[src/rtl/network_mul_share_arb.sv]
// network_mul_share_arb: round-robin arbiter that time-shares one signed
// 16x11 -> 27-bit multiplier among N_REQ requesters. Operands are captured
// in S1, the exact product is formed into S2, and results leave on a single
// tagged result channel. Backpressure on that channel stalls the whole pipe.
module network_mul_share_arb #(
    parameter int N_REQ = 4,
    parameter int ID_W  = 2
) (
    input  logic                    ap_clk,
    input  logic                    ap_rst_n,
    input  logic [N_REQ-1:0]        req_valid,
    output logic [N_REQ-1:0]        req_ready,
    input  logic [16*N_REQ-1:0]     req_a,
    input  logic [11*N_REQ-1:0]     req_b,
    output logic                    res_valid,
    input  logic                    res_ready,
    output logic signed [26:0]      res_data,
    output logic [ID_W-1:0]         res_id,
    output logic [31:0]             res_count
);

    localparam int DATA_W = 16;
    localparam int COEF_W = 11;
    localparam int PROD_W = DATA_W + COEF_W;

    // Full-precision signed product; the result width holds every case exactly.
    function automatic logic signed [PROD_W-1:0] mul_full(
        input logic signed [DATA_W-1:0] a,
        input logic signed [COEF_W-1:0] b
    );
        logic signed [PROD_W-1:0] ax;
        logic signed [PROD_W-1:0] bx;
        ax = {{COEF_W{a[DATA_W-1]}}, a};
        bx = {{DATA_W{b[COEF_W-1]}}, b};
        return ax * bx;
    endfunction

    logic signed [DATA_W-1:0] a_arr [N_REQ];
    logic signed [COEF_W-1:0] b_arr [N_REQ];

    for (genvar g = 0; g < N_REQ; g++) begin : g_unpack
        assign a_arr[g] = req_a[DATA_W*g +: DATA_W];
        assign b_arr[g] = req_b[COEF_W*g +: COEF_W];
    end

    logic [ID_W-1:0]          ptr;
    logic [N_REQ-1:0]         grant;
    logic [ID_W-1:0]          gnt_id;
    logic                     gnt_any;
    logic                     hs;
    logic                     adv1;
    logic                     adv2;

    logic signed [DATA_W-1:0] a_p1;
    logic signed [COEF_W-1:0] b_p1;
    logic [ID_W-1:0]          id_p1;
    logic                     vld_p1;

    assign adv2 = !res_valid || res_ready;
    assign adv1 = !vld_p1 || adv2;

    // Round-robin scan starting at ptr; first valid requester wins.
    always_comb begin
        logic [ID_W:0] sum;
        logic [ID_W-1:0] idx;
        grant   = '0;
        gnt_id  = '0;
        gnt_any = 1'b0;
        sum     = '0;
        idx     = '0;
        for (int k = 0; k < N_REQ; k++) begin
            sum = {1'b0, ptr} + (ID_W+1)'(k);
            if (sum >= (ID_W+1)'(N_REQ)) begin
                sum = sum - (ID_W+1)'(N_REQ);
            end
            idx = sum[ID_W-1:0];
            if (!gnt_any && req_valid[idx]) begin
                gnt_any     = 1'b1;
                gnt_id      = idx;
                grant[idx]  = 1'b1;
            end
        end
    end

    // Accept only when S1 can move and never while reset is held.
    always_comb begin
        req_ready = '0;
        hs        = 1'b0;
        if (ap_rst_n && adv1) begin
            req_ready = grant;
            hs        = gnt_any;
        end
    end

    // Pointer moves past the served requester; unchanged with no handshake.
    always_ff @(posedge ap_clk or negedge ap_rst_n) begin
        if (!ap_rst_n) begin
            ptr <= '0;
        end else if (hs) begin
            ptr <= (gnt_id == ID_W'(N_REQ-1)) ? '0 : gnt_id + 1'b1;
        end
    end

    // S1: capture granted operands and tag.
    always_ff @(posedge ap_clk or negedge ap_rst_n) begin
        if (!ap_rst_n) begin
            a_p1   <= '0;
            b_p1   <= '0;
            id_p1  <= '0;
            vld_p1 <= 1'b0;
        end else if (adv1) begin
            a_p1   <= a_arr[gnt_id];
            b_p1   <= b_arr[gnt_id];
            id_p1  <= gnt_id;
            vld_p1 <= hs;
        end
    end

    // S2: exact product and tag, held while the consumer stalls.
    always_ff @(posedge ap_clk or negedge ap_rst_n) begin
        if (!ap_rst_n) begin
            res_data  <= '0;
            res_id    <= '0;
            res_valid <= 1'b0;
        end else if (adv2) begin
            res_data  <= mul_full(a_p1, b_p1);
            res_id    <= id_p1;
            res_valid <= vld_p1;
        end
    end

    // Completed result handshakes, wrapping naturally at 2^32.
    always_ff @(posedge ap_clk or negedge ap_rst_n) begin
        if (!ap_rst_n) begin
            res_count <= '0;
        end else if (res_valid && res_ready) begin
            res_count <= res_count + 32'd1;
        end
    end

endmodule

[config.mk]
export PLATFORM = sky130hd
export DESIGN_NAME = network_mul_share_arb
export DESIGN_NICKNAME = d
export VERILOG_FILES = /design/src/rtl/network_mul_share_arb.sv
export SDC_FILE = /design/constraint.sdc
export NUM_CORES = 1
export LEC_CHECK = 0
export BUFFER_PORTS_ARGS = -buffer_cell sky130_fd_sc_hd__buf_2
export CAP_MARGIN = 20
export CORE_MARGIN = 2
export CORE_UTILIZATION = 54
export DETAILED_ROUTE_END_ITERATION = 7
export GPL_TIMING_DRIVEN = 1
export PLACE_DENSITY_LB_ADDON = 0.15
export SYNTH_ARGS = -nofsm -noshare
export SYNTH_HDL_FRONTEND = slang
export SYNTH_SLANG_ARGS = --single-unit
[constraint.sdc]
create_clock -name ap_clk -period 5.6 [get_ports ap_clk]
set_input_delay 0.84 -clock ap_clk [delete_from_list [all_inputs] [get_ports ap_clk]]
set_output_delay 0.84 -clock ap_clk [all_outputs]
set_load 0.01 [all_outputs]
==> results of run 1 <==
==> cell type report <==
class | instances | area (sq um)
timing repair buffer | 221 | 1280
inverter | 217 | 818
tap | 280 | 350
fill | 1953 | 8170
multi-input combinational | 919 | 8410
clock buffer | 9 | 225
sequential | 94 | 2370
timing repair inverter | 1 | 5.00
clock inverter | 7 | 56.3
==> worst max-delay path by stage <==
stage             start           end  slack [ns]  cells after the start
2_1_floorplan  a_p1[15]  res_data[26]        0.15                     19
3_3_place_gp    b_p1[7]  res_data[23]        0.16                     15
3_5_place_dp    b_p1[7]  res_data[23]       -0.02                     15
4_1_cts         b_p1[9]  res_data[23]        0.04                     14
5_1_grt        b_p1[10]  res_data[26]       0.003                     16
6_report        b_p1[7]  res_data[26]        0.22                     17
==> registers in the layout, indices dropped and copies added (netlist names), named ones only <==
register and cells:
res_data 27, vld_p1 1, res_count 32, res_valid 1, res_id 2, a_p1 16, b_p1 11, ptr 1
id_p1 2
==> through the flow <==
step | setup WS, ns | setup TNS [ns]
final | 0.218 | 0
after floorplan | 0.153 | 0
after CTS | 0.0360 | 0
after global routing | 0.00252 | 0
after global placement | 0.165 | 0
after detailed placement | -0.0197 | -0.0197
==> worst register-to-register path, cell delays in order, from the launching register on <==
cell and delay [ns]:
dfrtp_4 0.58, and2_1 0.19, fa_1 0.51, inv_1 0.09
fa_1 0.54, inv_1 0.05, fa_1 0.50, fa_1 0.54
inv_1 0.06, fa_1 0.53, inv_1 0.05, ha_1 0.36
a21oi_2 0.18, o21a_1 0.13, o21ai_0 0.10, a2111o_1 0.44
o211a_1 0.24, o31ai_1 0.21
==> placed cells by master (no fill, tap or decap), types with 4 or more instances in the layout <==
cell type   count
clkinvlp_4      4
a211oi_1        5
o211ai_1        6
nor3_1         33
ha_1           64
nand3_1        21
mux2_1          6
clkbuf_16       9
o31ai_1         5
buf_2         179
a31o_1         26
o21bai_1        5
o21ai_0        13
mux2_4         20
fa_1          161
dfrtp_2        14
nor2_1         53
nand2_1       180
a221oi_1        5
dfrtp_1        79
a22oi_1         5
nand2b_1       11
nand4_1        12
mux4_2          4
xnor2_1        37
and3_1          9
xor2_1         13
o41ai_1        26
inv_1         216
buf_4          37
o211a_1         8
and2_1         73
a21o_1          9
a21oi_1        54
and4_1          4
o21a_1          5
buf_12          4
==> timing repair <==
action,in CTS,in global routing
setup buffers,0,3
resized for setup,1,20
endpoints found under the setup margin,2,9
gates cloned,0,1
pin swaps,0,1
==> metal layers <==
layer / vias to the layer above / global-route usage [%]
met5: - / 0
met4: 0 / 7.03
met3: 58 / 5.52
met2: 376 / 44.4
met1: 4666 / 36.8
li1: 4519 / -
==> logic make-up after synthesis <==
group	count (synthesis)	share of synthesized area (%)
compound gates	193	11.9
xor+xnor	50	3.69
fa+ha+maj	227	34.2
buf+inv	292	9.61
flops	94	19.8
mux	33	4.12
simple gates	416	16.7
==> run_results.csv, run 1 <==
group,metric,value,unit
worst_setup_path,required,5.87,ns
grt,grt_antenna_before_repair,0,
placement,port_buffers,180,
worst_setup_path,r2r-start,"b_p1[7]",
floorplan,die_y,152,um
floorplan,start_util,54.7,%
timing,maxSlewViolCount,0,
worst_setup_path,crit_fanout,17,
yosys,yosysUniqueCellTypes,62,
drt,drc,0,
cells_and_area,utilization,62.3,%
yosys,yosys-top-cells-area,"fa_1, dfrtp_1, inv_1",
placement,gp_congestion,0.897,
clock_tree,clk_latency,0.36,ns
worst_setup_path,slowest_delay,0.58,ns
grt,grt_start_max_net_pins,56,
run,max-cap-violations,0,
clock_tree,cts_buffer_depth,2,
worst_setup_path,cpMostUsedCell,"fa_1",
yosys,yosys.area.top_type_share,27.3,%
worst_setup_path,cp-start-kind,"flip-flop",
worst_setup_path,rrSetupSlack,0.22,ns
timing,fmax,186,MHz
timing,max_slew_margin,38.0,%
yosys,synth_top_area_cell,"fa_1",
drt,wl_per_cell,17.3,um
floorplan,pin_count,181,
worst_setup_path,worstPathCellList,"and2_1, fa_1, inv_1, fa_1, inv_1, fa_1, fa_1, inv_1, fa_1, inv_1, ha_1, a21oi_2, o21a_1, o21ai_0, a2111o_1, o211a_1, o31ai_1",
yosys,ys_ff_latch,94,
placement,dpl.hpwl,24700,um
timing,hold_ws,0.471,ns
clock_tree,cts_tree,"built",
floorplan,die_area,0.0232,sq mm
yosys,synth_area,0.0119,sq mm
placement,dpl-instance-area,0.0131,sq mm
grt,first_global_vias,9907,
yosys,syn_avg_cell_area,9.09,sq um
drt,viasPerCell,5.50,
status,status,"complete, no violations",
cells_and_area,nets,1805,
yosys,synth_edf_count,0,
hold_path,min_from,"res_id[1]",
drt,antenna_left,0,
clock_tree,cts_made_buffers,9,
grt,grt_overflow,0,
clock_tree,path_clk_slew,0.08,ns
yosys,synthFlopType,"dfrtp_1",
clock_tree,ctsHoldBuffers,0,
grt,grt_pass1_wl,50500,um
clock_tree,cts_root_buffer,"clkbuf_16",
clock_tree,cts_max_level,3,
worst_setup_path,critical_path.top_delay_family,"adder cells",
hold_path,hold_end,"res_id[1]",
drt,detail_route.first_pass.iterations,7,
drt,finalWirelength,30300,um
worst_setup_path,crit_path_end_kind,"flip-flop",
timing,setup_viol,0,
timing,fin_worst_skew,0.0116,ns
timing,rsz0062_at_grt,"no",
drt,wl_met1,13400,um
floorplan,core,0.0217,sq mm
yosys,synthTopCellsByCount,"inv_1, nand2_1, fa_1",
floorplan,die_w,152,um
worst_setup_path,timing.rr.end,"res_data[26]",
worst_setup_path,critPathArrivalTime,5.65,ns
drt,vias,9619,
worst_setup_path,worstSetupPathType,"flip-flop to flip-flop",
cells_and_area,antennaDiodeCount,0,
worst_setup_path,r2r_cells,17,
cells_and_area,stdcell_count,1748,
drt,dr_wl_met2,14200,um
timing,worstMarginPinSlew,0.930,ns
grt,grt_use_total,27.0,%
worst_setup_path,cp.buffers_inverters,4,
floorplan,rows,54,
drt,maxUsedRoutingLayer,"met4",
yosys,yosysMostFrequentCell,"inv_1",
cells_and_area,area_growth,14.0,%
yosys,async_reset_ff_share,100,%
yosys,synth_seq_area_share,19.8,%
hold_path,min_path_cells,2,
timing,finalCritPeriodShare,96.1,%
yosys,synthCells,1305,
timing,final_hold_viol_count,0,
yosys,synth_nets,1647,
yosys,ys_warn_count,0,
worst_setup_path,cpMaxStageDelayCell,"dfrtp_4",
hold_path,hold_path_class,"flip-flop to flip-flop",
placement,place_inst,1727,
drt,wl_met3,2020,um
cells_and_area,layout-drive-gt1-share,20.1,%
clock_tree,cts.sinks,94,
timing,timing.final.crit_period,5.38,ns
cells_and_area,final_cell_area,0.0135,sq mm
drt,drtIter0Drc,578,
Power of run 1 is not shown: default switching activity piles up to over one toggle a cycle in this logic, so the estimate is an artifact.
==> run 2, diff against run 1 <==
--- a/config.mk
+++ b/config.mk
@@ -12,6 +12,7 @@
 export DETAILED_ROUTE_END_ITERATION = 7
 export GPL_TIMING_DRIVEN = 1
 export PLACE_DENSITY_LB_ADDON = 0.15
+export RECOVER_POWER = 25
 export SYNTH_ARGS = -nofsm -noshare
 export SYNTH_HDL_FRONTEND = slang
 export SYNTH_SLANG_ARGS = --single-unit
==> run_results.csv, run 2 (same netlist as run 1, synthesis figures left out) <==
group,metric,value,unit
status,status,"finished, violations left",
status,violations,"max-capacitance violations, max-slew violations",
cells_and_area,nets,1805,
clock_tree,cts_root_buffer,"clkbuf_16",
worst_setup_path,worstPathCellList,"and2_1, fa_1, inv_1, fa_1, inv_1, fa_1, fa_1, inv_1, fa_1, inv_1, ha_1, a21oi_2, o21a_1, o21ai_0, a2111o_1, o211a_1, o31ai_1",
timing,setup_viol,0,
worst_setup_path,cp.buffers_inverters,4,
placement,dpl.hpwl,24700,um
floorplan,rows,54,
run,max-cap-violations,1,
drt,viasPerCell,5.49,
clock_tree,ctsHoldBuffers,0,
cells_and_area,largest_reg_flops,32,
floorplan,pin_count,181,
grt,grt_overflow,0,
clock_tree,clk_latency,0.36,ns
cells_and_area,final_cell_area,0.0135,sq mm
clock_tree,cts.sinks,94,
worst_setup_path,crit_fanout,17,
cells_and_area,final_common_cell,"inv_1",
drt,wl_per_cell,17.3,um
worst_setup_path,crit_path_end_kind,"flip-flop",
worst_setup_path,cpMostUsedCell,"fa_1",
placement,port_buffers,180,
drt,detail_route.first_pass.iterations,5,
cells_and_area,area_growth,13.9,%
floorplan,die_w,152,um
floorplan,die_area,0.0232,sq mm
drt,antenna_left,0,
worst_setup_path,critical_path.top_delay_family,"adder cells",
cells_and_area,antennaDiodeCount,0,
worst_setup_path,cp-start-kind,"flip-flop",
timing,hold_ws,0.472,ns
clock_tree,cts_max_level,3,
timing,finalCritPeriodShare,96.2,%
grt,grt_use_total,27.0,%
cells_and_area,utilization,62.3,%
cells_and_area,reg_top3,"res_count (32), res_data (27), a_p1 (16)",
drt,drc,0,
grt,grt_start_max_net_pins,56,
worst_setup_path,cpMaxStageDelayCell,"dfrtp_4",
grt,grt_pass1_wl,50500,um
drt,finalWirelength,30200,um
clock_tree,cts_tree,"built",
placement,place_inst,1727,
drt,drtIter0Drc,598,
hold_path,hold_path_class,"flip-flop to flip-flop",
grt,grt_antenna_before_repair,0,
drt,vias,9603,
cells_and_area,layout-drive-gt1-share,19.9,%
floorplan,start_util,54.7,%
worst_setup_path,required,5.87,ns
grt,first_global_vias,9907,
timing,maxSlewViolCount,49,
timing,final_hold_viol_count,0,
cells_and_area,stdcell_count,1748,
cells_and_area,num-fill-cells,1955,
timing,worstMarginPinSlew,2.50,ns
timing,timing.final.crit_period,5.39,ns
floorplan,core,0.0217,sq mm
timing,fin_worst_skew,0.0126,ns
floorplan,die_y,152,um
cells_and_area,layout_common_cells,"inv_1, nand2_1, buf_2, fa_1, dfrtp_1",
worst_setup_path,critPathArrivalTime,5.66,ns
timing,fmax,186,MHz
placement,dpl-instance-area,0.0131,sq mm
clock_tree,cts_made_buffers,9,
clock_tree,cts_buffer_depth,2,
cells_and_area,largest_register,"res_count",
worst_setup_path,worstSetupPathType,"flip-flop to flip-flop",
worst_setup_path,slowest_delay,0.58,ns
timing,rsz0062_at_grt,"no",
timing,max_slew_margin,-66.6,%
clock_tree,path_clk_slew,0.08,ns
placement,gp_congestion,0.897,
run 2: final cells by class:
class / count / area (sq um) / area share, %
inverter: 217 / 818 / 6.06
multi-input combinational: 919 / 8410 / 62.3
tap: 280 / 350 / 2.59
clock inverter: 7 / 56.3 / 0.417
clock buffer: 9 / 225 / 1.67
timing repair buffer: 221 / 1270 / 9.40
sequential: 94 / 2370 / 17.6
timing repair inverter: 1 / 5.00 / 0.0370
run 2: per-stage QoR:
stage          setup WS [ns]  TNS, ns
2_1_floorplan          0.153        0
3_3_place_gp           0.165        0
3_5_place_dp         -0.0197  -0.0197
4_1_cts               0.0360        0
5_1_grt              0.00252        0
6_report               0.213        0
run 2: path summary, 6_finish.rpt:
check                           from            to  slack, ns  depth (start not counted)
max                          b_p1[7]  res_data[26]       0.21                         17
min in group asynchronous   ap_rst_n  res_data[24]       1.26                          1
min                        res_id[1]     res_id[1]       0.47                          2
max in group asynchronous   ap_rst_n   res_data[3]       2.06                          2
min reg2reg                res_id[1]     res_id[1]       0.47                          2
max reg2reg                  b_p1[7]  res_data[26]       0.21                         17
run 2: timing repair:
item | 4_1_cts | 5_1_grt
pin swaps | 0 | 1
gates cloned | 0 | 1
endpoints found under the setup margin | 2 | 9
resized for setup | 1 | 20
setup buffers | 0 | 3
run 2: routing by layer:
layer | GRT usage, % | part of all wire, % | wire length, um | vias up
met1 | 36.8 | 44 | 13200 | 4651
met5 | 0 | 0 | 0 | -
met3 | 5.52 | 7.1 | 2150 | 54
met4 | 7.03 | 2.2 | 655 | 0
met2 | 44.4 | 47 | 14200 | 380
li1 | - | - | - | 4518
run 2: worst register-to-register path, delay by kind of cell (launching register included):
family | cells | cell delay, ns
AOI/OAI and AO/OA | 6 | 1.31
adders and majority gates | 6 | 2.98
buffers and inverters | 4 | 0.25
DFF | 1 | 0.58
and+or+nand+nor | 1 | 0.19
Power of run 2 is left out for the same reason.
==> run 3, diff against run 2 <==
--- a/config.mk
+++ b/config.mk
@@ -5,8 +5,8 @@
 export SDC_FILE = /design/constraint.sdc
 export NUM_CORES = 1
 export LEC_CHECK = 0
+export ABC_AREA = 1
 export BUFFER_PORTS_ARGS = -buffer_cell sky130_fd_sc_hd__buf_2
-export CAP_MARGIN = 20
 export CORE_MARGIN = 2
 export CORE_UTILIZATION = 54
 export DETAILED_ROUTE_END_ITERATION = 7
==> run_results.csv, run 3 <==
group,metric,value,unit
status,status,"finished, violations left",
status,violations,"max-capacitance violations, max-slew violations",
clock_tree,cts_max_level,3,
drt,vias,10600,
run,max-cap-violations,1,
clock_tree,clk_latency,0.36,ns
worst_setup_path,r2r_cells,21,
floorplan,pin_count,181,
yosys,yosys.area.top_type_share,26.4,%
timing,setup_tns,0,ns
timing,fmax,188,MHz
timing,fin_worst_skew,0.0138,ns
worst_setup_path,worstSetupPathType,"flip-flop to flip-flop",
yosys,yosysUniqueCellTypes,41,
grt,first_global_vias,11000,
timing,fin_ws,0.267,ns
worst_setup_path,cp-start-kind,"flip-flop",
drt,drc,0,
timing,maxSlewViolCount,48,
cells_and_area,largest_reg_flops,32,
grt,grt_start_max_net_pins,57,
yosys,yosysMostFrequentCell,"nand2_1",
yosys,synth_nets,2017,
yosys,ys_warn_count,0,
worst_setup_path,critPathArrivalTime,5.58,ns
worst_setup_path,cp.buffers_inverters,7,
yosys,synthFlopType,"dfrtp_1",
grt,grt_use_total,26.3,%
worst_setup_path,worstPathCellList,"clkinvlp_4, or2_2, fa_1, inv_1, fa_1, inv_1, fa_1, inv_1, fa_1, inv_1, fa_1, inv_1, ha_1, buf_4, a21oi_1, o21ai_0, a21oi_1, nand3_1, or2_2, nand3_1, nand2_1",
cells_and_area,reg_top3,"res_count (32), res_data (27), a_p1 (16)",
hold_path,min_from,"res_count[31]",
cells_and_area,layout_common_cells,"nand2_1, inv_1, buf_2, fa_1, nand3_1",
floorplan,core,0.0225,sq mm
timing,setup_viol,0,
yosys,synth_top_area_cell,"fa_1",
drt,antenna_left,0,
yosys,async_reset_ff_share,100,%
yosys,ys_ff_latch,94,
drt,viasPerCell,5.00,
clock_tree,cts.sinks,94,
floorplan,start_util,54.6,%
clock_tree,cts_made_buffers,9,
worst_setup_path,rrSetupSlack,0.27,ns
worst_setup_path,crit_fanout,6,
yosys,syn_avg_cell_area,7.33,sq um
floorplan,die_w,155,um
drt,drtIter0Drc,661,
worst_setup_path,slowest_delay,0.54,ns
hold_path,hold_path_class,"flip-flop to flip-flop",
worst_setup_path,cpMaxStageDelayCell,"fa_1",
placement,gp_congestion,0.882,
clock_tree,ctsHoldBuffers,0,
cells_and_area,stdcell_count,2123,
clock_tree,cts_buffer_depth,2,
cells_and_area,num-fill-cells,2097,
placement,place_inst,2099,
hold_path,hold_end,"res_count[31]",
timing,timing.final.crit_period,5.33,ns
timing,final_hold_viol_count,0,
floorplan,die_area,0.0240,sq mm
yosys,synthTopCellsByCount,"nand2_1, inv_1, fa_1",
yosys,yosys-top-cells-area,"fa_1, dfrtp_1, nand2_1",
worst_setup_path,r2r-start,"b_p1[10]",
placement,dpl-instance-area,0.0134,sq mm
timing,finalCritPeriodShare,95.2,%
yosys,synth_area,0.0123,sq mm
cells_and_area,final_common_cell,"nand2_1",
grt,grt_overflow,0,
grt,grt_antenna_before_repair,0,
clock_tree,path_clk_slew,0.08,ns
cells_and_area,antennaDiodeCount,0,
drt,detail_route.first_pass.iterations,5,
placement,dpl.hpwl,24000,um
yosys,synth_seq_area_share,19.2,%
worst_setup_path,required,5.85,ns
cells_and_area,largest_register,"res_count",
yosys,synthCells,1675,
worst_setup_path,critical_path.top_delay_family,"adder cells",
clock_tree,cts_root_buffer,"clkbuf_16",
placement,port_buffers,180,
timing,rsz0062_at_grt,"no",
timing,worstMarginPinSlew,2.60,ns
hold_path,min_path_cells,1,
drt,finalWirelength,29900,um
clock_tree,cts_tree,"built",
yosys,synth_edf_count,0,
cells_and_area,nets,2175,
worst_setup_path,timing.rr.end,"res_data[24]",
cells_and_area,final_cell_area,0.0138,sq mm
cells_and_area,layout-drive-gt1-share,14.8,%
grt,grt_pass1_wl,51200,um
worst_setup_path,crit_path_end_kind,"flip-flop",
placement,dp_worst_setup_slack,0.149,ns
floorplan,die_y,155,um
drt,wl_per_cell,14.1,um
cells_and_area,area_growth,12.5,%
timing,max_slew_margin,-73.1,%
floorplan,rows,55,
[run 3: changes by cell type in the layout (fill, tap and decap cells not counted), sizes merged, moves of 16 or more]
cell | previous run | this run
nor3 | 34 | 12
nand2 | 181 | 622
inv | 219 | 343
mux2 | 27 | 0
xnor2 | 37 | 19
nand3 | 21 | 97
and2 | 74 | 0
o21ai | 14 | 35
o41ai | 26 | 0
xor2 | 13 | 29
a21oi | 55 | 27
a31o | 27 | 1
[run 3: worst reg2reg max path, stage by stage (launching register included)]
cell and delay, ns:
dfrtp_2 0.44, clkinvlp_4 0.20, or2_2 0.33, fa_1 0.50, inv_1 0.05, fa_1 0.50, inv_1 0.05, fa_1 0.50
inv_1 0.05, fa_1 0.53, inv_1 0.05, fa_1 0.54, inv_1 0.06, ha_1 0.32, buf_4 0.17, a21oi_1 0.18
o21ai_0 0.11, a21oi_1 0.13, nand3_1 0.10, or2_2 0.28, nand3_1 0.07, nand2_1 0.06
[run 3: timing repair]
| action | CTS | global route |
|---|---|---|
| endpoints found under the setup margin | 0 | 13 |
| buffers inserted | 0 | 7 |
| gates resized for setup | 0 | 19 |
[run 3: cell families after synthesis]
| kind of cell | share of synthesized area (%) |
|---|---|
| AND/OR/NAND/NOR | 27.7 |
| buffers and inverters | 13.3 |
| adder cells (fa/ha/maj) | 33.0 |
| flip-flops | 19.2 |
| AO/OA/AOI/OAI | 3.40 |
| XOR/XNOR | 3.42 |
[run 3: worst max-delay path by stage]
stage / startpoint / to / slack, ns / cells past startpoint
2_1_floorplan: a_p1[15] / res_data[24] / 0.50 / 20
3_3_place_gp: b_p1[4] / res_data[25] / 0.15 / 19
5_1_grt: b_p1[10] / res_data[26] / 0.0005 / 23
3_5_place_dp: b_p1[4] / res_data[14] / 0.15 / 22
4_1_cts: b_p1[4] / res_data[14] / 0.11 / 22
6_report: b_p1[10] / res_data[24] / 0.27 / 21
[run 3: metal layers]
layer / track usage (%) / wire [um] / up-vias
met4: 5.29 / 394 / 0
met2: 46.1 / 14600 / 238
met3: 3.89 / 1260 / 29
met5: 0 / 0 / -
li1: - / - / 5264
met1: 35.0 / 13600 / 5092
[run 3: area by class of cell]
class	instances	area [sq um]	share of cell area [%]
flip-flops and latches	94	2360	17.1
repair inverters	1	7.51	0.0543
clock inverters	7	75.1	0.543
well taps	285	357	2.58
inverters	341	1290	9.33
multi-input cells	1168	8310	60.2
clock buffers	9	225	1.63
repair buffers	218	1180	8.58
[run 3: per-stage QoR]
stage	hold slack [ns]	utilization (%)
after global placement	0.455	59.7
after CTS	0.475	61.1
final	0.470	61.4
after global routing	0.495	61.4
after floorplan	0.423	-
after detailed placement	0.455	59.7
Power of run 3 is left out for the same reason.
